--- config.mk ---
export PLATFORM = sky130hd
export DESIGN_NAME = aes_data_buffer_flat
export DESIGN_NICKNAME = d
export VERILOG_FILES = /design/src/rtl/aes_data_buffer_if.sv /design/src/rtl/aes_data_buffer.sv /design/src/flat_wrapper.sv
export SDC_FILE = /design/constraint.sdc
export NUM_CORES = 1
export LEC_CHECK = 0
export ABC_AREA = 1
export CORE_UTILIZATION = 35
export CTS_BUF_LIST = sky130_fd_sc_hd__clkbuf_2 sky130_fd_sc_hd__clkbuf_4 sky130_fd_sc_hd__clkbuf_8
export CTS_CLUSTER_SIZE = 12
export DETAILED_ROUTE_END_ITERATION = 16
export PLACE_DENSITY = 0.61
export SKIP_CTS_REPAIR_TIMING = 1
export SYNTH_ARGS = -nofsm -noshare
export SYNTH_HDL_FRONTEND = slang
export SYNTH_SLANG_ARGS = --single-unit
--- constraint.sdc ---
create_clock -name clk -period 2.52 [get_ports clk]
set_input_delay 0.504 -clock clk [delete_from_list [all_inputs] [get_ports clk]]
set_output_delay 0.504 -clock clk [all_outputs]
set_load 0.01 [all_outputs]
--- src/rtl/aes_data_buffer_if.sv ---
// Bus-side bundle for the AES data buffer.
// Controller/bus drives inputs; buffer drives block and read words.
interface aes_data_buffer_if;
  logic         clear;
  logic         ahb_mode;
  logic         ahb_shift_en;
  logic [31:0]  hwdata;
  logic         enc_done;
  logic [127:0] enc_result;
  logic [127:0] block_out;
  logic         block_valid;
  logic [31:0]  hrdata;
  logic         rd_valid;
  logic         tx_empty;
  logic         tx_done;
  logic         err;

  modport master (
    output clear, ahb_mode, ahb_shift_en, hwdata,
    output enc_done, enc_result,
    input  block_out, block_valid, hrdata, rd_valid,
    input  tx_empty, tx_done, err
  );

  modport slave (
    input  clear, ahb_mode, ahb_shift_en, hwdata,
    input  enc_done, enc_result,
    output block_out, block_valid, hrdata, rd_valid,
    output tx_empty, tx_done, err
  );
endinterface

--- src/rtl/aes_data_buffer.sv ---
// Word <-> block staging between the bus and the AES core.
// Write path packs 4 words; read path unloads a result word by word.
module aes_data_buffer (
  input  logic                clk,
  input  logic                n_rst,
  aes_data_buffer_if.slave    bus
);

  typedef enum logic {
    TX_EMPTY  = 1'b0,
    TX_LOADED = 1'b1
  } tx_state_t;

  tx_state_t    state, state_nxt;
  logic [1:0]   rx_ct;
  logic [127:0] rx_reg;
  logic [1:0]   tx_ct;
  logic [127:0] tx_reg;

  logic wr_stb, rd_stb;
  logic rd_fire, rd_last, overrun, underrun;
  logic [31:0] tx_word;

  assign wr_stb = bus.ahb_shift_en & ~bus.ahb_mode;
  assign rd_stb = bus.ahb_shift_en & bus.ahb_mode;
  assign bus.tx_empty = (state == TX_EMPTY);

  // Write path: shift words in, publish the block on the 4th word.
  always_ff @(posedge clk or negedge n_rst) begin
    if (!n_rst) begin
      rx_ct           <= 2'd0;
      rx_reg          <= '0;
      bus.block_out   <= '0;
      bus.block_valid <= 1'b0;
    end else if (bus.clear) begin
      rx_ct           <= 2'd0;
      bus.block_valid <= 1'b0;
    end else begin
      bus.block_valid <= 1'b0;
      if (wr_stb) begin
        rx_reg <= {rx_reg[95:0], bus.hwdata};
        rx_ct  <= rx_ct + 2'd1;
        if (rx_ct == 2'd3) begin
          bus.block_out   <= {rx_reg[95:0], bus.hwdata};
          bus.block_valid <= 1'b1;
        end
      end
    end
  end

  // Read FSM state register.
  always_ff @(posedge clk or negedge n_rst) begin
    if (!n_rst) state <= TX_EMPTY;
    else        state <= state_nxt;
  end

  // Read FSM next state: a new result always wins over a read.
  always_comb begin
    state_nxt = state;
    if (bus.clear)         state_nxt = TX_EMPTY;
    else if (bus.enc_done) state_nxt = TX_LOADED;
    else if (rd_last)      state_nxt = TX_EMPTY;
  end

  // Read FSM outputs: classify this cycle's read/load events.
  always_comb begin
    rd_fire  = 1'b0;
    rd_last  = 1'b0;
    overrun  = 1'b0;
    underrun = 1'b0;
    unique case (state)
      TX_LOADED: begin
        overrun = bus.enc_done;
        rd_fire = rd_stb & ~bus.enc_done;
        rd_last = rd_fire & (tx_ct == 2'd3);
      end
      TX_EMPTY: begin
        underrun = rd_stb & ~bus.enc_done;
      end
      default: ;
    endcase
  end

  // Word 0 is the most significant word of the result.
  always_comb begin
    tx_word = tx_reg[127:96];
    unique case (tx_ct)
      2'd0: tx_word = tx_reg[127:96];
      2'd1: tx_word = tx_reg[95:64];
      2'd2: tx_word = tx_reg[63:32];
      2'd3: tx_word = tx_reg[31:0];
      default: ;
    endcase
  end

  // Read datapath: result load, word unload, pulses and sticky error.
  always_ff @(posedge clk or negedge n_rst) begin
    if (!n_rst) begin
      tx_ct        <= 2'd0;
      tx_reg       <= '0;
      bus.hrdata   <= '0;
      bus.rd_valid <= 1'b0;
      bus.tx_done  <= 1'b0;
      bus.err      <= 1'b0;
    end else if (bus.clear) begin
      tx_ct        <= 2'd0;
      bus.rd_valid <= 1'b0;
      bus.tx_done  <= 1'b0;
      bus.err      <= 1'b0;
    end else begin
      bus.rd_valid <= rd_fire;
      bus.tx_done  <= rd_last;
      bus.err      <= bus.err | overrun | underrun;
      if (bus.enc_done) begin
        tx_reg <= bus.enc_result;
        tx_ct  <= 2'd0;
      end else if (rd_fire) begin
        bus.hrdata <= tx_word;
        tx_ct      <= tx_ct + 2'd1;
      end
    end
  end

endmodule

--- src/flat_wrapper.sv ---
// flat-port wrapper written by rule: the top's interface ports become plain ports
module aes_data_buffer_flat 
  (clk, n_rst, bus_clear, bus_ahb_mode, bus_ahb_shift_en, bus_hwdata, bus_enc_done, bus_enc_result, bus_block_out, bus_block_valid, bus_hrdata, bus_rd_valid, bus_tx_empty, bus_tx_done, bus_err);
  aes_data_buffer_if bus_i ();
  input  logic clk;
  input  logic n_rst;
  input wire logic [$bits(bus_i.clear)-1:0] bus_clear;
  input wire logic [$bits(bus_i.ahb_mode)-1:0] bus_ahb_mode;
  input wire logic [$bits(bus_i.ahb_shift_en)-1:0] bus_ahb_shift_en;
  input wire logic [$bits(bus_i.hwdata)-1:0] bus_hwdata;
  input wire logic [$bits(bus_i.enc_done)-1:0] bus_enc_done;
  input wire logic [$bits(bus_i.enc_result)-1:0] bus_enc_result;
  output wire logic [$bits(bus_i.block_out)-1:0] bus_block_out;
  output wire logic [$bits(bus_i.block_valid)-1:0] bus_block_valid;
  output wire logic [$bits(bus_i.hrdata)-1:0] bus_hrdata;
  output wire logic [$bits(bus_i.rd_valid)-1:0] bus_rd_valid;
  output wire logic [$bits(bus_i.tx_empty)-1:0] bus_tx_empty;
  output wire logic [$bits(bus_i.tx_done)-1:0] bus_tx_done;
  output wire logic [$bits(bus_i.err)-1:0] bus_err;
  assign bus_i.clear = bus_clear;
  assign bus_i.ahb_mode = bus_ahb_mode;
  assign bus_i.ahb_shift_en = bus_ahb_shift_en;
  assign bus_i.hwdata = bus_hwdata;
  assign bus_i.enc_done = bus_enc_done;
  assign bus_i.enc_result = bus_enc_result;
  assign bus_block_out = bus_i.block_out;
  assign bus_block_valid = bus_i.block_valid;
  assign bus_hrdata = bus_i.hrdata;
  assign bus_rd_valid = bus_i.rd_valid;
  assign bus_tx_empty = bus_i.tx_empty;
  assign bus_tx_done = bus_i.tx_done;
  assign bus_err = bus_i.err;
  aes_data_buffer u_core (.clk(clk), .n_rst(n_rst), .bus(bus_i));
endmodule
* Yosys cells after proc, flatten, opt, wreduce, memory -nomap -nowiden
Cells that the tools add are included.
Widths: inputs -> output; s select.
** Word-level totals
- Register bits :: 393
- Output and inout bits :: 165
** Operators by class
- $add $sub $neg :: 2
- Equal/unequal tests :: 4
- Multiplexer cells :: 19
- Bitwise logic cells :: 10
- Reduce and logical (&&, ||, !) cells :: 8
** Operators with widths (number)
- $pmux 32 s4 :: 1
- $mux 1 :: 13
- $mux 2 :: 5
- $eq 2x2->1 const B :: 3
- $reduce_and 3->1 :: 2
- $reduce_bool 3->1 :: 2
- $add 2x1->2 const B :: 2
- $and 1x1->1 :: 4
- $not 1->1 :: 4
- $reduce_and 2->1 :: 2
- $eq 2x1->1 const B :: 1
- $logic_not 2->1 :: 1
- $or 1x1->1 :: 2
- $reduce_bool 2->1 :: 1

* Depth between registers and ports, before layout
Gate-level depths: netlist of run 1.
- Depth in word-level cells :: 7
- Depth in mapped cells :: 8

* Least setup slack after synthesis of run 1
No wires, ideal clock.
- Path kind :: flip-flop to flip-flop
- Start point :: register u_core.tx_ct[0]
- End point :: register u_core.bus.hrdata[10]
- Library setup time :: 126 ps
- Arrival :: 1376 ps
- Required time :: 2394 ps
- Setup slack :: 1018 ps
- Stages on the path, launching flop included :: 9
- Buffers on the path :: 2
- Period minus slack after synthesis :: 1502 ps
- Cell sequence :: dfrtp_1 inv_1 ha_1 clkbuf_1 inv_1 clkbuf_1 nand2_1 nor2_1 o21ai_0
** On the way
- Word-level cells in the longest chain between the ends :: 2
- Elaborated cells between the ends (all ways) :: 5
- Classes of those cells :: 3 x eq/ne; 1 x mux; 1 x reduce/logical
** RTL lines
- from (decl) :: line aes_data_buffer.sv:17 : logic [1:0] tx_ct;
- from (signal assigned) :: line aes_data_buffer.sv:119 : tx_ct <= tx_ct + 2'd1;
- $eq 2x2->1 (tied with other cells) :: line aes_data_buffer.sv:87 : unique case (tx_ct)
- $pmux 32 s4 * :: line aes_data_buffer.sv:87
- to (signal assigned) :: line aes_data_buffer.sv:118 : bus.hrdata <= tx_word;
- to (decl) :: line aes_data_buffer_if.sv:28 : output block_out, block_valid, hrdata, rd_valid,
Every way passes the cells marked *; elsewhere a longest branch is shown, timed or not.
A chain may end at the register's enable or synchronous reset.

* Worst setup path in the final report of run 1
- Start point :: register u_core.state
- End point :: output port bus_tx_empty
** On the way
- Word-level cells in the longest chain between the ends :: 1
** RTL lines
- from (decl) :: line aes_data_buffer.sv:14 : tx_state_t state, state_nxt;
- from (signal assigned) :: line aes_data_buffer.sv:54 : else state <= state_nxt;
- $not 1->1 :: line aes_data_buffer.sv:26 : assign bus.tx_empty = (state == TX_EMPTY);
- to (decl) :: line flat_wrapper.sv:17 : output wire logic [$bits(bus_i.tx_empty)-1:0] bus_tx_empty;
No other way between the ends.

==> results of run 1 <==
## cells by family after synthesis
group           Yosys count  share of synthesized area
flops                   393                      0.619
buf+inv                 209                     0.0562
simple gates           1031                      0.256
compound gates          205                     0.0646
fa+ha+maj                 5                    0.00394
## power by group
group          switching, mW  total, mW  internal [mW]
registers              0.421       7.52           7.10
clock network           2.58       5.99           3.41
logic                   1.10       2.13           1.02
## layout by cell type, fill, tap and decap left out, types with 2 or more instances in the layout
cell type	synthesis	layout
dfrtp_1	393	393
clkinv_2	0	4
clkinvlp_4	0	3
nand2_4	0	2
buf_4	6	20
inv_6	0	2
inv_1	93	92
diode_2	0	3
clkbuf_8	0	79
clkdlybuf4s50_1	0	328
nand2_1	783	781
nand3_1	146	145
inv_8	0	2
o21ai_0	119	119
bufinv_16	0	2
nor2_1	98	98
a21oi_1	66	66
clkbuf_4	0	23
ha_1	5	4
o21ai_1	20	20
nor2_4	1	3
buf_12	0	22
## area by class of cell
cell class              count  area (sq um)  share of cell area
flip-flops and latches    393          9830               0.459
multi-input cells        1241          5200               0.242
repair buffers            372          3900               0.182
clock buffers             102          1260              0.0588
well taps                 592           741              0.0346
inverters                  94           355              0.0166
clock inverters            13           143             0.00665
diodes                      3          7.51            0.000350
## worst min-delay path by stage
stage,start,end
finish,bus_enc_done,u_core.tx_reg[29]
detailed placement,u_core.rx_reg[91],u_core.bus.block_out[123]
floorplan,n_rst,u_core.bus.block_out[0]
global route,bus_enc_done,u_core.tx_reg[23]
CTS,n_rst,u_core.bus.block_out[52]
global placement,u_core.rx_reg[75],u_core.bus.block_out[107]
## tightest hold or removal path: stages
cell and delay (ns):
buf_4 0.23, nand3_1 0.14, nand2_1 0.05
## stage by stage
step	cell area, sq um	hold WS [ns]	worst slack [ns]
finish	21400	0.388	0.254
global route	21400	0.367	0.191
CTS	21400	-0.201	0.176
detailed placement	20000	0.452	0.278
global placement	20000	0.450	0.354
floorplan	15900	0.208	1.02
## layer usage
layer	GRT usage	routed length [um]
met3	0.0467	2650
met2	0.311	20700
met5	0	13
met4	0.0695	1030
met1	0.266	20600
==> metrics.cfg, run 1 <==
[outcome]
outcome = finished, final reports clean

[detailed_routing]
viasPerCell = 4.67
routed_wirelength_mm = 45.0
ant_nets = 0
vias = 13100
first_pass_iters = 5
wire_per_inst_um = 16.0
drc = 0
drtIter0Drc = 1033

[sta]
tightest_slew_ns = 0.520
fin_tns_setup_ns = 0
hold_viol_final = 0
rsz0062_at_grt = no
finalCriticalPeriod_ns = 2.27
maxSlewViolCount = 0
setup_viol = 0
post-route-period-util = 0.899
max-slew-margin-rel = 0.653
fin_skew_ns = 0.0209
max_freq_ghz = 0.441

[yosys]
syn-num-nets = 2014
synth.largest_area_cell = dfrtp_1
ys_ff_latch = 393
async_flop_share = 1.00
yosysMostFrequentCell = nand2_1
synth_edf_count = 0
syn_inst = 1843
ys_warn_count = 0
netlist.area_leader.share = 0.619
synthTopCellsByArea = dfrtp_1 62%, nand2_1 19%, nand3_1 4.6%, o21ai_0 3.7%, nor2_1 2.3%
synth_area_sq_um = 15900
synth_ff_type = dfrtp_1
yosysSeqAreaShare = 0.619
avgSynthCellArea_sq_um = 8.62
yosys-top-cells-count = 783 x nand2_1, 393 x dfrtp_1, 146 x nand3_1, 119 x o21ai_0, 98 x nor2_1
ys_types = 18

[critical_path]
cp_max_fo = 4
cpPeakStageDelay_ns = 0.57
worstPathCellList = inv_1 -> clkdlybuf4s50_1
reg2reg_slack_ns = 0.92
rr_worst_depth = 7
crit_type = reg -> out
arrival_ns = 1.76
reg2reg_from = u_core.tx_ct[0]
r2r-end = u_core.bus.hrdata[18]
crit_path_start_kind = flip-flop
worst-path-stages = 2
crit_end = bus_tx_empty
critPathTopFamily = buffers and inverters
cp_num_buf_inv = 2
cp-end-kind = output pin
crit_slowest_cell = clkdlybuf4s50_1
cp.required_ns = 2.02
timing.critical_path.from = u_core.state

[global_routing]
grt_pass1_wl_mm = 72.5
first_global_vias = 13500
grt_usage = 0.197
grt_max_degree = 100
grt_overflow = 0
grt_antenna_before_repair = 2

[finish]
final_cells = 2810
fin_nets = 2343
nFillCells = 4306
areaGrowthSynthToFinish_pct = 34.9
final_util = 0.482
layout-drive-gt1-share = 0.0754

[clock_tree]
root_buffer = clkbuf_8
cts_tree = built
clock-sinks = 393
cts_buffer_depth = 3
cts.clk_slew.worst_paths_ns = 0.05
htreeDepth = 3
clk_latency_ns = 0.61
numCtsBuffers = 70

[floorplanning]
die_y_um = 215
die_area_sq_um = 46200
die_x_um = 215
initial_core_util = 0.357
core_area_sq_um = 44500
rows = 77
ioPinCount = 331

[power_and_ir_drop]
ir_drop_mv = 0.411
total_power_mw = 15.6
power_density_nw_per_um2 = 729
p_leak_nw = 10.6

[placement]
place_congestion = 0.819
place.port_buffers = 330
dp.cells = 2691
dp_hpwl_mm = 30.7

[hold_path]
whs_path_depth = 3
min_path_type = in -> reg

[flow_run]
maxCapViolations = 0

Note: power is estimated with default switching activity, not from simulation.
==> run 2: changes to the inputs <==
--- a/config.mk
+++ b/config.mk
@@ -6,6 +6,7 @@
 export NUM_CORES = 1
 export LEC_CHECK = 0
 export ABC_AREA = 1
+export CAP_MARGIN = 15
 export CORE_UTILIZATION = 35
 export CTS_BUF_LIST = sky130_fd_sc_hd__clkbuf_2 sky130_fd_sc_hd__clkbuf_4 sky130_fd_sc_hd__clkbuf_8
 export CTS_CLUSTER_SIZE = 12
==> results of run 2 <==
No change in the layout: final DEF, timing and power equal those of run 1.
==> run 3: changes to the inputs <==
--- a/config.mk
+++ b/config.mk
@@ -7,11 +7,11 @@
 export LEC_CHECK = 0
 export ABC_AREA = 1
 export CAP_MARGIN = 15
-export CORE_UTILIZATION = 35
+export CORE_UTILIZATION = 57
 export CTS_BUF_LIST = sky130_fd_sc_hd__clkbuf_2 sky130_fd_sc_hd__clkbuf_4 sky130_fd_sc_hd__clkbuf_8
 export CTS_CLUSTER_SIZE = 12
 export DETAILED_ROUTE_END_ITERATION = 16
-export PLACE_DENSITY = 0.61
+export PLACE_DENSITY = 0.91
 export SKIP_CTS_REPAIR_TIMING = 1
 export SYNTH_ARGS = -nofsm -noshare
 export SYNTH_HDL_FRONTEND = slang
==> run 3 against run 2 <==
Against the previous run: fmax is 0.16% higher; via count grew 7.7%; cell count fell by 8.5%; critical path type unchanged; highest routed layer is now met4.
==> metrics.cfg, run 3 (same netlist as run 1, synthesis figures left out) <==
[outcome]
outcome = finished, final reports clean

[sta]
fin_skew_ns = 0.0471
worst_slack_ns = 0.258
max_freq_ghz = 0.442
maxSlewViolCount = 0
max-slew-margin-rel = 0.630
tightest_slew_ns = 0.555
fin_tns_setup_ns = 0
post-route-period-util = 0.898
setup_viol = 0
hold_viol_final = 0
hold_ws_ns = 0.310
rsz0062_at_grt = no
finalCriticalPeriod_ns = 2.26

[critical_path]
reg2reg_from = u_core.tx_ct[0]
crit_path_start_kind = flip-flop
arrival_ns = 1.76
cp.required_ns = 2.02
timing.critical_path.from = u_core.state
crit_type = reg -> out
cp_max_fo = 4
cp-end-kind = output pin

[power_and_ir_drop]
combPwrFrac = 0.144
p_int_mw = 11.1
clockPowerShare = 0.355
ir_drop_mv = 0.442
total_power_mw = 15.1
seqPwrFrac = 0.501
p_sw_mw = 4.00
switching_share = 0.265
p_leak_nw = 10.5
power_density_nw_per_um2 = 725

[global_routing]
grt_max_degree = 111
grt_pass1_wl_mm = 70.7
first_global_vias = 14100
grt_usage = 0.314
grt_antenna_before_repair = 1
grt_overflow = 0

[finish]
seq_area_sq_um = 9830
areaGrowthSynthToFinish_pct = 31.1
multi_input_area_sq_um = 5180
layout_commonest_cell = nand2_1
most-common-layout-cells = 781 x nand2_1, 393 x dfrtp_1, 328 x clkdlybuf4s50_1
nFillCells = 1715
finalInstanceArea_sq_um = 20800
fin_nets = 2328
layout-drive-gt1-share = 0.0678

[placement]
place_congestion = 0.861
place.port_buffers = 330
dp_hpwl_mm = 29.3
dpl_cell_area_sq_um = 19600
place_ws_ns = 0.216

[flow_run]
maxCapViolations = 0

[hold_path]
min-delay-start = bus_enc_done
min_path_type = in -> reg

[detailed_routing]
routed_wirelength_mm = 44.1
vias = 14100
drc = 0
wire_per_inst_um = 17.2
viasPerCell = 5.50
ant_nets = 0
drtIter0Drc = 1592
first_pass_iters = 6

[clock_tree]
htreeDepth = 2
clk_latency_ns = 0.62
cts_buffer_depth = 3
cts.clk_slew.worst_paths_ns = 0.06
numCtsBuffers = 59
clock-sinks = 393
root_buffer = clkbuf_8
cts_tree = built

[floorplanning]
die_y_um = 169
core_area_sq_um = 27200
die_area_sq_um = 28500
initial_core_util = 0.585
ioPinCount = 331
die_x_um = 169
rows = 60

-- run 3: path summary, 6_finish.rpt --
kind | slack [ns] | depth (start not counted) | end
setup / recovery | 0.26 | 2 | bus_tx_empty
hold / removal | 0.31 | 3 | u_core.tx_reg[29]
setup reg to reg | 0.76 | 7 | u_core.bus.hrdata[31]
hold reg to reg | 0.47 | 2 | u_core.bus.block_out[98]
max in group asynchronous | 1.24 | 3 | u_core.rx_reg[72]
min in group asynchronous | 0.44 | 2 | u_core.bus.block_out[85]
-- run 3: area by class of cell --
cell class / count / area share
flip-flops and latches: 393 / 0.472
multi-input cells: 1241 / 0.249
repair buffers: 368 / 0.180
clock buffers: 97 / 0.0557
well taps: 372 / 0.0224
inverters: 94 / 0.0170
clock inverters: 5 / 0.00306
diodes: 1 / 0.000120
-- run 3: worst max-delay path, stage by stage (launching register included) --
cell	delay (ns)
dfrtp_1	0.42
inv_1	0.12
clkdlybuf4s50_1	0.62
-- run 3: metrics by stage --
| step | instances | util |
|---|---|---|
| 2_1_floorplan | 1843 | - |
| 3_3_place_gp | 2467 | 0.721 |
| 3_5_place_dp | 2467 | 0.721 |
| 4_1_cts | 2569 | 0.766 |
| 5_1_grt | 2571 | 0.766 |
| 6_report | 2571 | 0.766 |
-- run 3: power groups by stage --
stage          registers [mW]  clock network (mW)  logic [mW]
2_1_floorplan            7.61                   0       0.878
3_3_place_gp             7.60                   0        2.03
4_1_cts                  7.54                5.42        2.18
3_5_place_dp             7.63                   0        2.15
5_1_grt                  7.62                5.70        2.40
6_report                 7.56                5.36        2.17
-- run 3: layer usage --
layer | track usage | vias up | wire (um)
met5 | 0 | - | 0
met4 | 0.165 | 0 | 2070
met3 | 0.0620 | 146 | 4020
met2 | 0.518 | 806 | 21600
met1 | 0.396 | 6796 | 16500
li1 | - | 6387 | -
